**config.mk**
```make
export PLATFORM = sky130hd
export DESIGN_NAME = led_anim_seq_flat
export DESIGN_NICKNAME = d
export VERILOG_FILES = /design/src/rtl/led_anim_seq_if.sv /design/src/rtl/led_anim_seq.sv /design/src/flat_wrapper.sv
export SDC_FILE = /design/constraint.sdc
export NUM_CORES = 1
export LEC_CHECK = 0
export ABC_CLOCK_PERIOD_IN_PS = 4100
export BUFFER_PORTS_ARGS = -buffer_cell sky130_fd_sc_hd__buf_2
export CAP_MARGIN = 20
export CORE_MARGIN = 5
export CORE_UTILIZATION = 55
export DETAILED_ROUTE_END_ITERATION = 7
export MAX_ROUTING_LAYER = met4
export PLACE_DENSITY_LB_ADDON = 0.3
export SETUP_SLACK_MARGIN = 0.2
export SYNTH_ARGS = -nofsm -noshare
export SYNTH_HDL_FRONTEND = slang
export SYNTH_SLANG_ARGS = --single-unit
```
**constraint.sdc**
```tcl
create_clock -name clk -period 4.1 [get_ports clk]
set_input_delay 0 -clock clk [delete_from_list [all_inputs] [get_ports clk]]
set_output_delay 0 -clock clk [all_outputs]
set_load 0.1 [all_outputs]
```
**src/rtl/led_anim_seq_if.sv**
```systemverilog
// Control, pattern-write and display-drive signals of the LED animation sequencer.
interface led_anim_seq_if #(
  parameter int unsigned NUM_CH     = 4,
  parameter int unsigned FRAMES     = 32,
  parameter int unsigned SEG_W      = 7,
  parameter int unsigned PRESCALE_W = 24
);
  localparam int unsigned FW = (FRAMES > 1) ? $clog2(FRAMES) : 1;
  localparam int unsigned CW = (NUM_CH > 1) ? $clog2(NUM_CH) : 1;

  logic                    start;
  logic                    stop;
  logic [1:0]              mode;
  logic [PRESCALE_W-1:0]   div;
  logic [FW-1:0]           last_frame;
  logic                    wr_en;
  logic [CW-1:0]           wr_ch;
  logic [FW-1:0]           wr_frame;
  logic [SEG_W-1:0]        wr_data;
  logic [NUM_CH*SEG_W-1:0] seg;
  logic [FW-1:0]           frame;
  logic                    busy;
  logic                    done;

  modport master (
    output start, stop, mode, div, last_frame, wr_en, wr_ch, wr_frame, wr_data,
    input  seg, frame, busy, done
  );

  modport slave (
    input  start, stop, mode, div, last_frame, wr_en, wr_ch, wr_frame, wr_data,
    output seg, frame, busy, done
  );
endinterface

```
**src/rtl/led_anim_seq.sv**
```systemverilog
// Multi-digit 7-segment animation sequencer: pattern memory walked by a
// prescaled frame counter in loop, ping-pong, one-shot or reverse mode.
module led_anim_seq #(
  parameter int unsigned NUM_CH     = 4,
  parameter int unsigned FRAMES     = 32,
  parameter int unsigned SEG_W      = 7,
  parameter int unsigned PRESCALE_W = 24
) (
  input  logic            clk,
  input  logic            rst,
  led_anim_seq_if.slave   bus
);
  localparam int unsigned FW = (FRAMES > 1) ? $clog2(FRAMES) : 1;
  localparam int unsigned SW = NUM_CH * SEG_W;

  localparam logic [1:0] MODE_LOOP = 2'b00;
  localparam logic [1:0] MODE_PING = 2'b01;
  localparam logic [1:0] MODE_ONE  = 2'b10;
  localparam logic [1:0] MODE_REV  = 2'b11;

  typedef enum logic {IDLE, RUN} state_t;

  state_t                state, state_next;
  logic [FW-1:0]         frame_q, frame_next;
  logic [FW-1:0]         last_q, last_next, last_clamped;
  logic [PRESCALE_W-1:0] count_q, count_next;
  logic [PRESCALE_W-1:0] div_q, div_next;
  logic [1:0]            mode_q, mode_next;
  logic                  dir_up_q, dir_up_next;
  logic                  show_q, show_next;
  logic                  busy_q, busy_next;
  logic                  done_q, done_next;
  logic [SW-1:0]         seg_q, seg_next;
  logic [SW-1:0]         mem_rd;

  logic [SEG_W-1:0] mem [NUM_CH][FRAMES];

  // Pattern memory write port; contents survive reset.
  always_ff @(posedge clk) begin
    if (bus.wr_en && (32'(bus.wr_ch) < NUM_CH) && (32'(bus.wr_frame) < FRAMES)) begin
      mem[bus.wr_ch][bus.wr_frame] <= bus.wr_data;
    end
  end

  // Read every channel's pattern for the current frame.
  always_comb begin
    mem_rd = '1;
    for (int c = 0; c < int'(NUM_CH); c++) begin
      mem_rd[c*SEG_W +: SEG_W] = mem[c][frame_q];
    end
  end

  // Out-of-range last frame requests play the whole memory.
  always_comb begin
    last_clamped = bus.last_frame;
    if (32'(bus.last_frame) >= FRAMES) begin
      last_clamped = FW'(FRAMES - 1);
    end
  end

  // State register.
  always_ff @(posedge clk) begin
    if (rst) begin
      state <= IDLE;
    end else begin
      state <= state_next;
    end
  end

  // Next-state, prescaler and frame-advance logic; stop beats start.
  always_comb begin
    state_next  = state;
    frame_next  = frame_q;
    last_next   = last_q;
    count_next  = count_q;
    div_next    = div_q;
    mode_next   = mode_q;
    dir_up_next = dir_up_q;
    show_next   = show_q;
    busy_next   = busy_q;
    done_next   = 1'b0;

    if (bus.stop) begin
      state_next = IDLE;
      busy_next  = 1'b0;
      show_next  = 1'b0;
    end else if (bus.start) begin
      state_next  = RUN;
      mode_next   = bus.mode;
      div_next    = bus.div;
      last_next   = last_clamped;
      count_next  = '0;
      dir_up_next = 1'b1;
      frame_next  = (bus.mode == MODE_REV) ? last_clamped : '0;
      busy_next   = 1'b1;
      show_next   = 1'b1;
    end else if (state == RUN) begin
      if (count_q == div_q) begin
        count_next = '0;
        case (mode_q)
          MODE_LOOP: frame_next = (frame_q == last_q) ? '0 : frame_q + FW'(1);
          MODE_REV:  frame_next = (frame_q == '0) ? last_q : frame_q - FW'(1);
          MODE_PING: begin
            if (last_q != '0) begin
              if (dir_up_q) begin
                if (frame_q == last_q) begin
                  frame_next  = frame_q - FW'(1);
                  dir_up_next = 1'b0;
                end else begin
                  frame_next = frame_q + FW'(1);
                end
              end else begin
                if (frame_q == '0) begin
                  frame_next  = FW'(1);
                  dir_up_next = 1'b1;
                end else begin
                  frame_next = frame_q - FW'(1);
                end
              end
            end
          end
          MODE_ONE: begin
            if (frame_q == last_q) begin
              state_next = IDLE;
              busy_next  = 1'b0;
              done_next  = 1'b1;
            end else begin
              frame_next = frame_q + FW'(1);
            end
          end
          default: frame_next = frame_q;
        endcase
      end else begin
        count_next = count_q + PRESCALE_W'(1);
      end
    end

    seg_next = show_next ? mem_rd : '1;
  end

  // Datapath and output registers.
  always_ff @(posedge clk) begin
    if (rst) begin
      frame_q  <= '0;
      last_q   <= '0;
      count_q  <= '0;
      div_q    <= '0;
      mode_q   <= MODE_LOOP;
      dir_up_q <= 1'b1;
      show_q   <= 1'b0;
      busy_q   <= 1'b0;
      done_q   <= 1'b0;
      seg_q    <= '1;
    end else begin
      frame_q  <= frame_next;
      last_q   <= last_next;
      count_q  <= count_next;
      div_q    <= div_next;
      mode_q   <= mode_next;
      dir_up_q <= dir_up_next;
      show_q   <= show_next;
      busy_q   <= busy_next;
      done_q   <= done_next;
      seg_q    <= seg_next;
    end
  end

  assign bus.seg   = seg_q;
  assign bus.frame = frame_q;
  assign bus.busy  = busy_q;
  assign bus.done  = done_q;
endmodule

```
**src/flat_wrapper.sv**
```systemverilog
// flat-port wrapper written by rule: the top's interface ports become plain ports
module led_anim_seq_flat 
#(
  parameter int unsigned NUM_CH     = 4,
  parameter int unsigned FRAMES     = 32,
  parameter int unsigned SEG_W      = 7,
  parameter int unsigned PRESCALE_W = 24
)
  (clk, rst, bus_start, bus_stop, bus_mode, bus_div, bus_last_frame, bus_wr_en, bus_wr_ch, bus_wr_frame, bus_wr_data, bus_seg, bus_frame, bus_busy, bus_done);
  led_anim_seq_if #(.NUM_CH(NUM_CH), .FRAMES(FRAMES), .SEG_W(SEG_W), .PRESCALE_W(PRESCALE_W)) bus_i ();
  input  logic clk;
  input  logic rst;
  input wire logic [$bits(bus_i.start)-1:0] bus_start;
  input wire logic [$bits(bus_i.stop)-1:0] bus_stop;
  input wire logic [$bits(bus_i.mode)-1:0] bus_mode;
  input wire logic [$bits(bus_i.div)-1:0] bus_div;
  input wire logic [$bits(bus_i.last_frame)-1:0] bus_last_frame;
  input wire logic [$bits(bus_i.wr_en)-1:0] bus_wr_en;
  input wire logic [$bits(bus_i.wr_ch)-1:0] bus_wr_ch;
  input wire logic [$bits(bus_i.wr_frame)-1:0] bus_wr_frame;
  input wire logic [$bits(bus_i.wr_data)-1:0] bus_wr_data;
  output wire logic [$bits(bus_i.seg)-1:0] bus_seg;
  output wire logic [$bits(bus_i.frame)-1:0] bus_frame;
  output wire logic [$bits(bus_i.busy)-1:0] bus_busy;
  output wire logic [$bits(bus_i.done)-1:0] bus_done;
  assign bus_i.start = bus_start;
  assign bus_i.stop = bus_stop;
  assign bus_i.mode = bus_mode;
  assign bus_i.div = bus_div;
  assign bus_i.last_frame = bus_last_frame;
  assign bus_i.wr_en = bus_wr_en;
  assign bus_i.wr_ch = bus_wr_ch;
  assign bus_i.wr_frame = bus_wr_frame;
  assign bus_i.wr_data = bus_wr_data;
  assign bus_seg = bus_i.seg;
  assign bus_frame = bus_i.frame;
  assign bus_busy = bus_i.busy;
  assign bus_done = bus_i.done;
  led_anim_seq #(.NUM_CH(NUM_CH), .FRAMES(FRAMES), .SEG_W(SEG_W), .PRESCALE_W(PRESCALE_W)) u_core (.clk(clk), .rst(rst), .bus(bus_i));
endmodule
```
==> metrics.md <==
| Metric | Value |
|---|---|
| Status | `completed` |
| CTS Buf Count | `95` |
| Crit Path Max Fanout | `42` |
| Startpoint type of the worst setup path | `flip-flop` |
| Worst Skew | `27.0 ps` |
| Core Area | `0.0700 sq mm` |
| Largest net degree at the start of global routing | `about 130` |
| Number of vias per cell | `6.30` |
| Relative slew margins | `0.321` |
| Synth cell types | `59` |
| Hold depth | `1` |
| Post-synth EDFFs | `896` |
| Commonest non-fill, non-tap cells in the layout | `edfxtp_1 (896), mux4_2 (252), nand2_1 (200), nor2_1 (169), dlygate4sd3_1 (103)` |
| Sequential-to-total area share from yosys stat | `0.741` |
| Site Rows | `97` |
| Starting DRT DRC Count | `approximately 2300` |
| YS warnings | `0` |
| Initial antenna violation count | `3` |
| Max-cap violations | `0` |
| GP Congestion | `0.841` |
| Final setup violation count | `0` |
| Die W | `roughly 280 um` |
| DRT Pass-1 Iters | `7` |
| Peak supply drop | `~0.44 mV` |
| Worst hold path type | `input pin to flip-flop` |
| Synthesized area | `just under 0.04 sq mm` |
| Critical path arrival | `3870 ps` |
| Seq cells post-synth | `989` |
| Top cell type's share of synthesized area | `0.693` |
| Starting density of the core | `0.554` |
| Area grow syn2layout | `14.4%` |
| Post-CTS Setup Repair Bufs | `0` |
| Sink Count | `989` |
| Top FF cell, synth | `edfxtp_1` |
| TNS Setup | `0 ps` |
| Critical Path Sink Type | `flip-flop` |
| Final core occ | `0.634` |
| Tcrit/Tclk final | `0.801` |
| Top post-synthesis cells by area | `edfxtp_1 (69%), mux4_2 (15%), dfxtp_1 (4.8%)` |
| HPWL after DPL | `55000 um` |
| Worst-path clk slew | `60 ps` |
| Hold slack | `11.3 ps` |
| Fill count | `4678` |
| Worst path cell trace | `xnor2_1, nand3_1, nor4_2, nor2b_1, and2_0, a311oi_2, dlygate4sd3_1` |
| Final Max Tran Viols | `0` |
| Setup repair after global routing missed its margin | `no` |
| Worst endpoint required time | `4680 ps` |
| Overall routing resource usage | `0.250` |
| Total wire length | `91300 um` |
| Yosys top cell by area | `edfxtp_1` |
| Routed len/inst | `27.7 um` |
| Synth Instances | `~2100` |
| CTS tree | `yes` |
| Static Leakage | `~14 nW` |
| Synth async-reset ratio | `0` |
| Worst Tran Pin Value | `1020 ps` |
| Routed vias | `20743` |
| Pwr per Cell Area | `481 mW/mm^2` |
| Grt ovf | `0` |
| Share of layout cells above drive strength 1 | `0.222` |
| Minimum clock period | `about 3300 ps` |
| Kind of critical path | `flip-flop to flip-flop` |
| Global-route wire length before repair | `between 100000 and 150000 um` |
| Vias in the first global route | `20912` |
| Final nets | `approximately 2300` |
| Die ar. | `approximately 0.076 sq mm` |
| Clock buffer depth | `3` |
| Worst-Skew Late Latency | `660 ps` |
| Mapped Nets | `around 2100` |
| Root Driver | `clkbuf_16` |
| I/O Buffers | `84` |
| Max incr delay on CP | `810 ps` |
| CTS H-tree depth | `3` |
| Leading cell type in the layout, fill and taps excluded | `edfxtp_1` |
| R2R Setup Slk | `820 ps` |
| I/O pins | `85` |
| Fmax | `304 MHz` |
| Die Y | `276 um` |
| Avg Synthesized Cell Area | `18.7 sq um` |
| Slowest CP cell | `dfxtp_4` |
| Fin. Hold Viols | `0` |
| DRC violations left | `0` |
| Reg2Reg Depth | `7` |
| Antenna Violating Nets Remaining | `0` |
## sequential cells by signal, indices dropped and copies added, names as in the netlist
signal	count
u_core.mode_q	2
u_core.bus.busy	1
u_core.div_q	24
u_core.bus.seg	28
u_core.last_q	5
u_core.dir_up_q	1
u_core.show_q	1
u_core.bus.frame	5
u_core.mem	896
u_core.bus.done	1
u_core.count_q	24
u_core.state	1
## power breakdown
group | internal (mW) | switching [mW]
Sequential | 11.1 | 0.0913
Clock | 5.10 | 3.71
Combinational | 0.563 | 0.867
## timing repair
action / in CTS / in global routing
resized for setup: 0 / 0
endpoints found under the hold margin: 127 / 56
hold buffers: 102 / 1
## per-stage QoR
stage	instances	setup slack (ps)	cell area, sq um	total power [mW]
after CTS	3283	875	44300	21.5
after global placement	3004	1290	40200	12.7
after detailed placement	3004	1270	40200	12.7
final	3292	815	44400	21.4
after global routing	3289	635	44400	22.0
after floorplan	2078	785	38800	12.2
## area by class of cell
cell class / instances / area [sq um] / share of cell area
Clock inverter: 54 / 614 / 0.0138
Multi-Input combinational cell: 958 / 9440 / 0.213
Inverter: 6 / 22.5 / 0.000507
Tap cell: 940 / 1180 / 0.0265
Clock buffer: 123 / 2540 / 0.0573
Sequential cell: 989 / 28800 / 0.648
Timing Repair Buffer: 217 / 1820 / 0.0409
Antenna cell: 5 / 12.5 / 0.000282
## final timing paths
path	end	start
setup / recovery	u_core.bus.frame[3]	u_core.bus.frame[2]
setup reg to reg	u_core.bus.frame[3]	u_core.bus.frame[2]
hold reg to reg	u_core.bus.busy	u_core.state
hold / removal	u_core.mem[3][63]	bus_wr_data[0]
## logic make-up (layout without fill, tap and decap cells)
| logic type | after synthesis | after routing | share of synthesized area |
|---|---|---|---|
| AO/OA/AOI/OAI | 167 | 167 | 0.0291 |
| XOR/XNOR | 56 | 56 | 0.0126 |
| adder cells (fa/ha/maj) | 3 | 3 | 0.000967 |
| buffers and inverters | 131 | 400 | 0.0155 |
| flip-flops | 989 | 989 | 0.741 |
| multiplexers | 255 | 255 | 0.147 |
| other | 0 | 5 | 0 |
| AND/OR/NAND/NOR | 477 | 477 | 0.0535 |
## layer usage
layer / track usage / vias up / wire length, um
met5: - / - / 0
met3: 0.0451 / 191 / 7460
met1: 0.339 / 10779 / 35900
met2: 0.399 / 1094 / 45300
li1: - / 8679 / -
met4: 0.0697 / 0 / 2550
## worst max-delay path: cells and delay by family (launching register included)
kind	cells	cell delay [ps]
simple gates	4	1310
flops	1	810
buf+inv	1	580
compound gates	1	310
xor+xnor	1	200
## synth_stat cells, types with 8 or more instances
cell and count:
nor4_1 8, buf_4 8, clkbuf_1 62, a211oi_1 31
nand3_1 16, xor2_1 39, a21oi_1 70, xnor2_1 17
nor2_1 170, nor3_1 10, mux4_2 252, nor2b_1 32
buf_1 17, a311oi_1 30, dfxtp_1 93, edfxtp_1 896
buf_2 33, nand2_1 200
(Power assumes the default switching activity.)
